File: config.mk
export PLATFORM = sky130hd
export DESIGN_NAME = param_vpis
export DESIGN_NICKNAME = d
export VERILOG_FILES = /design/src/rtl/param_vpis_pkg.sv /design/src/rtl/prio_enc_n.sv /design/src/rtl/param_vpis.sv
export SDC_FILE = /design/constraint.sdc
export NUM_CORES = 1
export LEC_CHECK = 0
export ABC_AREA = 1
export BUFFER_PORTS_ARGS = -buffer_cell sky130_fd_sc_hd__buf_2
export CORE_ASPECT_RATIO = 1.5
export CORE_MARGIN = 3
export CORE_UTILIZATION = 25
export DETAILED_ROUTE_END_ITERATION = 8
export PLACE_DENSITY = 0.57
export SLEW_MARGIN = 20
export SYNTH_ARGS = -nofsm -noshare
export SYNTH_HDL_FRONTEND = slang
export SYNTH_SLANG_ARGS = --single-unit
export TNS_END_PERCENT = 10
File: constraint.sdc
create_clock -name g_clk -period 1.8 [get_ports g_clk]
set_input_delay 0.18 -clock g_clk [delete_from_list [all_inputs] [get_ports g_clk]]
set_output_delay 0.18 -clock g_clk [all_outputs]
set_load 0.1 [all_outputs]
File: src/rtl/param_vpis_pkg.sv
// Shared types and helpers for the vectored priority interrupt system.
// Holds the request FSM states and the channel-to-vector rule.
package param_vpis_pkg;

    typedef enum logic {
        IDLE = 1'b0,
        REQ  = 1'b1
    } state_t;

    // Width of a channel number: a single channel still needs one bit.
    function automatic int unsigned ch_width(input int unsigned n);
        return (n <= 2) ? 1 : $clog2(n);
    endfunction

    localparam int unsigned N_CH_DEF = 4;
    localparam int unsigned CH_W     = ch_width(N_CH_DEF);

    // Base + stride rule; the caller truncates to its vector width.
    function automatic logic [31:0] vec_of(input logic [31:0] ch,
                                           input logic [31:0] base,
                                           input logic [31:0] stride);
        return base + ch * stride;
    endfunction

endpackage

File: src/rtl/prio_enc_n.sv
// Priority encoder: lowest set index wins (index 0 is the highest priority).
// Reports the winning index and whether any request bit is set.
module prio_enc_n
    import param_vpis_pkg::*;
#(
    parameter  int unsigned N = 4,
    localparam int unsigned W = ch_width(N)
) (
    input  logic [N-1:0] req,
    output logic [W-1:0] idx,
    output logic         valid
);

    always_comb begin
        // NOTE: every always_comb output gets a default first so no latch is inferred.
        idx   = '0;
        valid = 1'b0;
        // Scan from the lowest priority upward so the lowest index overwrites last.
        for (int i = N - 1; i >= 0; i--) begin
            if (req[i]) begin
                idx   = W'(i);
                valid = 1'b1;
            end
        end
    end

endmodule

File: src/rtl/param_vpis.sv
// Parametrised vectored priority interrupt system with mask, nesting and
// a request/acknowledge handshake towards the pipeline controller.
module param_vpis
    import param_vpis_pkg::*;
#(
    parameter int unsigned       N_CH       = 4,
    parameter int unsigned       VEC_W      = 8,
    parameter logic [VEC_W-1:0]  VEC_BASE   = 8'hF0,
    parameter int unsigned       VEC_STRIDE = 4
) (
    input  logic              g_clk,
    input  logic              g_clr,
    input  logic [N_CH-1:0]   irq_in,
    input  logic [N_CH-1:0]   mode_edge,
    input  logic              mask_ld,
    input  logic [N_CH-1:0]   mask_in,
    input  logic              ien,
    input  logic              int_ack,
    input  logic              int_ret,
    output logic              i_pending,
    output logic [VEC_W-1:0]  vector,
    output logic [N_CH-1:0]   in_service
);

    localparam int unsigned SEL_W = ch_width(N_CH);

    state_t            state;
    logic [SEL_W-1:0]  sel;
    logic [N_CH-1:0]   irq_q;
    logic [N_CH-1:0]   pend;
    logic [N_CH-1:0]   mask;

    logic [N_CH-1:0]   rise;
    logic [N_CH-1:0]   allow;
    logic [N_CH-1:0]   eligible;
    logic [N_CH-1:0]   ack_set;
    logic [N_CH-1:0]   ret_clr;
    logic [N_CH-1:0]   pend_next;
    logic [SEL_W-1:0]  top_idx;
    logic              top_valid;
    logic [SEL_W-1:0]  win_idx;
    logic              win_valid;
    logic              ack_hit;

    assign rise    = irq_in & ~irq_q;
    assign ack_hit = (state == REQ) && int_ack;

    // Highest-priority channel in service: target of int_ret and the preemption limit.
    prio_enc_n #(.N(N_CH)) u_is_enc (
        .req   (in_service),
        .idx   (top_idx),
        .valid (top_valid)
    );

    always_comb begin
        allow   = '0;
        ack_set = '0;
        ret_clr = '0;
        for (int c = 0; c < N_CH; c++) begin
            allow[c]   = !top_valid || (SEL_W'(c) < top_idx);
            ack_set[c] = ack_hit && (SEL_W'(c) == sel);
            ret_clr[c] = int_ret && top_valid && (SEL_W'(c) == top_idx);
        end
    end

    assign eligible = pend & mask & allow;

    prio_enc_n #(.N(N_CH)) u_el_enc (
        .req   (eligible),
        .idx   (win_idx),
        .valid (win_valid)
    );

    // A fresh edge on the acknowledged channel wins over the clear, so it is not lost.
    always_comb begin
        pend_next = '0;
        for (int c = 0; c < N_CH; c++) begin
            if (mode_edge[c])
                pend_next[c] = rise[c] | (pend[c] & ~ack_set[c]);
            else
                pend_next[c] = irq_in[c];
        end
    end

    always_ff @(posedge g_clk) begin
        // NOTE: sequential state uses non-blocking assignments so every register samples pre-edge values.
        if (!g_clr) begin
            irq_q      <= '0;
            pend       <= '0;
            mask       <= '1;
            in_service <= '0;
        end else begin
            irq_q      <= irq_in;
            pend       <= pend_next;
            if (mask_ld)
                mask <= mask_in;
            // int_ret retires its bit before int_ack marks the new one.
            in_service <= (in_service & ~ret_clr) | ack_set;
        end
    end

    always_ff @(posedge g_clk) begin
        if (!g_clr) begin
            state     <= IDLE;
            sel       <= '0;
            i_pending <= 1'b0;
            vector    <= '0;
        end else begin
            case (state)
                IDLE: begin
                    if (ien && win_valid) begin
                        sel       <= win_idx;
                        vector    <= VEC_W'(vec_of(32'(win_idx), 32'(VEC_BASE), 32'(VEC_STRIDE)));
                        i_pending <= 1'b1;
                        state     <= REQ;
                    end
                end
                REQ: begin
                    // sel and vector stay frozen until the controller takes or loses the request.
                    if (int_ack) begin
                        i_pending <= 1'b0;
                        state     <= IDLE;
                    end else if (!ien) begin
                        i_pending <= 1'b0;
                        state     <= IDLE;
                    end
                end
                default: begin
                    i_pending <= 1'b0;
                    state     <= IDLE;
                end
            endcase
        end
    end

endmodule

==> flow_summary.json, run 1 <==
{
  "io_buffers": 28,
  "rsz0062_at_grt": "false",
  "cts_tree": "done",
  "crit_required_ns": 1.62,
  "seq_area_frac_synth_pct": 46.6,
  "totalNegativeSetupSlack_ns": 0,
  "die_w_um": 55.0,
  "power_switching_mw": 0.424,
  "leakagePower_nw": 0.584,
  "ys_types": 20,
  "cts_buffers": 3,
  "grt_pass1_vias": 763,
  "drc": 0,
  "cts_sinks": 21,
  "die_y_um": 79.6,
  "dr.pass1.iters": 4,
  "crit_chain": "buf_2",
  "wire_per_inst_um": 10.2,
  "pwr-share-clk_pct": 26.8,
  "drive_above_1_share_pct": 25.2,
  "switching_share_pct": 37.0,
  "outcome": "completed",
  "grt_overflow": 0,
  "layout_commonest_cell": "buf_2",
  "ys_seq_elements": 21,
  "cp_slowest_stage_delay_ns": 0.48,
  "yosysWarnings": 0,
  "power_frac_seq_pct": 45.5,
  "worst-endpoint-arrival_ns": 1.18,
  "end_kind": "output pin",
  "avgSynthCellArea_sq_um": 7.46,
  "path_max_fanout": 5,
  "grt_max_degree": 17,
  "maxCapViolCount": 0,
  "max-vdd-ir-drop_mv": 0.404,
  "p_comb_share_pct": 27.7,
  "start_kind": "flop",
  "synth.cell_area_sq_um": 902,
  "cp_top_family": "buffers and inverters",
  "reg2reg_depth": 8,
  "diodes": 0,
  "vias": 815,
  "path_clk_slew_ns": 0.07,
  "cp.depth": 1,
  "finClkSkew_ns": 0.00202,
  "final-setup-viol-count": 0,
  "cts_resized": 0,
  "place_area_sq_um": 1050,
  "yosys.area.top_type": "dfxtp_1",
  "crit_path_top_delay_cell": "buf_2",
  "hold_path_class": "in2reg",
  "syn_to_final_growth_pct": 21.6,
  "drv_slew": 0,
  "num_rows": 26,
  "start_util_pct": 26.2,
  "period_needed_ns": 1.36,
  "vias_per_cell": 4.31,
  "hpwl_um": 1590,
  "path_buf_inv": 1,
  "critPathKind": "reg2out",
  "p_int_mw": 0.723,
  "yosys-top-cells-area": "dfxtp_1 47%, nand2_1 10%, inv_1 8.7%, a21oi_1 5.5%, nand3_1 5.5%",
  "grt_pass1_wl_um": 3090,
  "gp_congestion": 0.690,
  "antenna_found_initial": 0,
  "wl_um": 1930,
  "power.density_nw_per_um2": 1050,
  "nets": 166,
  "cts_setup_buffers": 0,
  "synth_top_area_share_pct": 46.6,
  "post-route-period-util_pct": 75.7,
  "first_iter_violations": 8,
  "finish.instance_area_sq_um": 1100,
  "core-area_sq_um": 3450,
  "final_cell_mix": "28 x buf_2, 25 x nand2_1, 21 x inv_1, 21 x dfxtp_1",
  "max_clock_freq_mhz": 734,
  "die-area_sq_um": 4380,
  "grt_usage_pct": 9.64,
  "antenna_left": 0,
  "cts_buffer_depth": 2,
  "ctsRootBufferMaster": "clkbuf_8",
  "finalHoldViolCount": 0,
  "synthCells": 121,
  "whs_path_depth": 3,
  "reg2reg_slack_ns": 0.60,
  "htreeDepth": 1,
  "ctsHoldBuffers": 0,
  "io_pins": 31,
  "insertion_delay_ns": 0.26
}
power by group through the flow:
stage	Combinational, mW	Clock, mW	Sequential (mW)
global route	0.344	0.335	0.527
detailed placement	0.321	0	0.534
global placement	0.319	0	0.532
floorplan	0.184	0	0.621
CTS	0.321	0.321	0.523
finish	0.318	0.307	0.522
logic make-up after synthesis:
group                  Yosys count  synth area share, %
and+or+nand+nor                 54                 27.9
buffers and inverters           29                 14.3
DFF                             21                 46.6
AOI/OAI and AO/OA               16                 10.8
other                            1                0.416
metrics by stage:
step	std cells	hold WS [ns]	power (mW)	setup slack, ns	utilization, %
finish	189	0.113	1.15	0.437	31.8
global route	189	0.122	1.21	0.388	31.8
CTS	189	0.115	1.16	0.426	31.8
detailed placement	185	0.387	0.854	0.603	30.5
global placement	185	0.383	0.852	0.608	30.5
floorplan	122	0.291	0.805	0.0897	-
cell usage after synthesis:
master,count
a21oi_1,10
nand2_2,2
o21ai_0,2
nand4_1,1
nand2_1,25
o211ai_1,1
conb_1,1
nor3_1,4
clkbuf_1,1
dfxtp_1,21
nor2_1,8
nand3b_1,1
inv_2,1
nor2_4,1
nand3_1,10
buf_4,5
a41o_1,3
inv_1,21
buf_2,1
nand3_2,2
path summary, 6_finish.rpt:
path | startpoint | endpoint
max | in_service[0]$_SDFF_PN0_ | in_service[0]
min | irq_in[1] | irq_q[1]$_SDFF_PN0_
max reg2reg | in_service[0]$_SDFF_PN0_ | sel[0]$_SDFFE_PN0P_
min reg2reg | mask[3]$_SDFFE_PN1P_ | mask[3]$_SDFFE_PN1P_
cell type report:
| cell class | instances | area [sq um] |
|---|---|---|
| Timing Repair Buffer | 28 | 140 |
| Fill cell | 409 | 2350 |
| Inverter | 22 | 82.6 |
| Multi-Input combinational cell | 72 | 357 |
| Clock buffer | 4 | 45.0 |
| Tap cell | 42 | 52.6 |
| Sequential cell | 21 | 420 |
per-layer routing:
layer	global-route usage, %	wire [um]	vias up
met2	17.1	960	23
met1	10.1	794	358
li1	-	-	429
met5	0	0	-
met3	1.87	131	5
met4	5.11	41	0
sequential cells by signal (all words and copies together) (netlist names):
| name | flops |
|---|---|
| in_service | 4 |
| irq_q | 4 |
| mask | 4 |
| pend | 4 |
| vector | 2 |
| i_pending | 1 |
| sel | 1 |
| state | 1 |
No activity file was read; power rests on OpenSTA's default activity.
==> inputs of run 2 (changes only) <==
--- a/config.mk
+++ b/config.mk
@@ -11,7 +11,7 @@
 export CORE_MARGIN = 3
 export CORE_UTILIZATION = 25
 export DETAILED_ROUTE_END_ITERATION = 8
-export PLACE_DENSITY = 0.57
+export PLACE_DENSITY = 0.58
 export SLEW_MARGIN = 20
 export SYNTH_ARGS = -nofsm -noshare
 export SYNTH_HDL_FRONTEND = slang
==> constraint.sdc (replaced) <==
create_clock -name g_clk -period 1.13 [get_ports g_clk]
set_input_delay 0.113 -clock g_clk [delete_from_list [all_inputs] [get_ports g_clk]]
set_output_delay 0.113 -clock g_clk [all_outputs]
set_load 0.1 [all_outputs]
==> run 2 against run 1 <==
Net effect:
- the run now ends with setup timing left
- via count rose by 8.3%
- worst hold slack lost 0.065 ns
- clock skew is essentially flat
- routed wire length grew 10%
- critical endpoint is now sel[0]$_SDFFE_PN0P_
- highest routed layer unchanged
==> flow_summary.json, run 2 (same netlist as run 1, synthesis figures left out) <==
{
  "outcome": "finished with violations",
  "violations": "setup timing",
  "path_max_fanout": 5,
  "grt_pass1_vias": 851,
  "hold_path_class": "in2reg",
  "insertion_delay_ns": 0.26,
  "die-area_sq_um": 4380,
  "reg2reg_depth": 8,
  "vias": 883,
  "die_y_um": 79.6,
  "drc": 0,
  "maxCapViolCount": 0,
  "gp_congestion": 0.811,
  "power.density_nw_per_um2": 1450,
  "post-route-period-util_pct": 104,
  "final_cell_mix": "24 x nand2_1, 21 x inv_1, 17 x buf_2",
  "leakagePower_nw": 0.666,
  "drive_above_1_share_pct": 36.8,
  "finClkSkew_ns": 0.00245,
  "max-vdd-ir-drop_mv": 0.610,
  "reg2reg_slack_ns": -0.05,
  "io_pins": 31,
  "nFillCells": 376,
  "max_clock_freq_mhz": 847,
  "wl_um": 2120,
  "dr.pass1.iters": 4,
  "start_kind": "flop",
  "grt_pass1_wl_um": 3510,
  "worst-endpoint-arrival_ns": 1.34,
  "antenna_left": 0,
  "finalHoldViolCount": 0,
  "ctsRootBufferMaster": "clkbuf_8",
  "path_clk_slew_ns": 0.07,
  "grt_usage_pct": 11.0,
  "crit_required_ns": 1.29,
  "nets": 174,
  "crit_path_end": "sel[0]$_SDFFE_PN0P_",
  "cts_buffers": 3,
  "cts_buffer_depth": 2,
  "finalWorstSetupSlack_ns": -0.0507,
  "diodes": 0,
  "io_buffers": 28,
  "final-setup-viol-count": 1,
  "reg2reg_to": "sel[0]$_SDFFE_PN0P_",
  "end_kind": "flop",
  "syn_to_final_growth_pct": 51.5,
  "critPathKind": "reg2reg",
  "rsz0062_at_grt": "true",
  "first_iter_violations": 21,
  "hpwl_um": 1840,
  "start_util_pct": 26.2,
  "vias_per_cell": 4.48,
  "crit_start": "in_service[0]$_SDFF_PN0_",
  "grt_overflow": 0,
  "drv_slew": 0,
  "htreeDepth": 1,
  "antenna_found_initial": 0,
  "layout_commonest_cell": "nand2_1",
  "cts_sinks": 21,
  "wire_per_inst_um": 10.8,
  "post-route-util_pct": 39.6,
  "core-area_sq_um": 3450,
  "die_w_um": 55.0,
  "timing.rr.start": "in_service[0]$_SDFF_PN0_",
  "cts_tree": "done",
  "num_rows": 26,
  "ctsHoldBuffers": 0,
  "whs_ns": 0.0486,
  "period_needed_ns": 1.18,
  "grt_max_degree": 17
}
[run 2: cell count changes in the layout (fill, tap and decap cells not counted), moves of 2 or more]
| cell | delta |
|---|---|
| buf_4 | +8 |
| nor2_1 | -2 |
| dfxtp_4 | +6 |
| nor2_2 | +2 |
| dfxtp_2 | +2 |
| dfxtp_1 | -8 |
| buf_2 | -11 |
| buf_12 | +11 |
[run 2: layout make-up]
type | count | area, sq um | area share (%)
clock buffers | 4 | 45.0 | 3.30
inverters | 22 | 82.6 | 6.04
multi-input cells | 72 | 375 | 27.5
flip-flops and latches | 21 | 445 | 32.6
well taps | 42 | 52.6 | 3.85
repair buffers | 36 | 365 | 26.7
[run 2: worst max-delay path, stage by stage (launching register included)]
cell and delay, ns:
dfxtp_4 0.36, nor2_4 0.14, nand3_2 0.09, nand2_2 0.11
nor2_2 0.04, nor2_1 0.13, nand3_1 0.09, nand2_1 0.07
nor2_1 0.04
[run 2: per-stage QoR]
step	setup slack (ns)	total power, mW	cell area [sq um]	TNS [ns]	instances
2_1_floorplan	-0.0770	1.28	931	-0.344	122
3_3_place_gp	-0.0206	1.49	1280	-0.0206	190
3_5_place_dp	-0.0303	1.49	1280	-0.0318	190
4_1_cts	-0.0442	1.97	1330	-0.0442	194
5_1_grt	-0.151	2.08	1370	-0.404	197
6_report	-0.0507	1.98	1370	-0.0507	197
[run 2: timing repair]
action,CTS,global route
cloned,0,0
pin swaps,0,6
endpoints found under the setup margin,2,7
setup buffers,0,3
gates resized for setup,1,4
[run 2: per-layer routing]
layer	share of wire, %	track usage (%)	vias up
met2	55	20.6	27
met5	0	0	-
met1	37	10.6	404
met3	5.6	2.06	4
met4	2.2	5.35	0
li1	-	-	448
[run 2: worst min path at each step]
stage               startpoint                    to  slack [ns]  cells after the start
floorplan            irq_in[0]   irq_q[0]$_SDFF_PN0_        0.22                      2
global placement     irq_in[0]   irq_q[0]$_SDFF_PN0_        0.31                      3
detailed placement   irq_in[2]   irq_q[2]$_SDFF_PN0_        0.32                      3
CTS                  irq_in[1]   irq_q[1]$_SDFF_PN0_        0.05                      3
global route        mask_in[3]  mask[3]$_SDFFE_PN1P_        0.07                      3
finish               irq_in[0]   irq_q[0]$_SDFF_PN0_        0.05                      3
[run 2: power breakdown]
group | leakage, nW | switching [mW] | internal [mW]
clock network | 0.0228 | 0.230 | 0.251
logic | 0.464 | 0.423 | 0.231
registers | 0.179 | 0.0545 | 0.791
total | 0.666 | 0.708 | 1.27
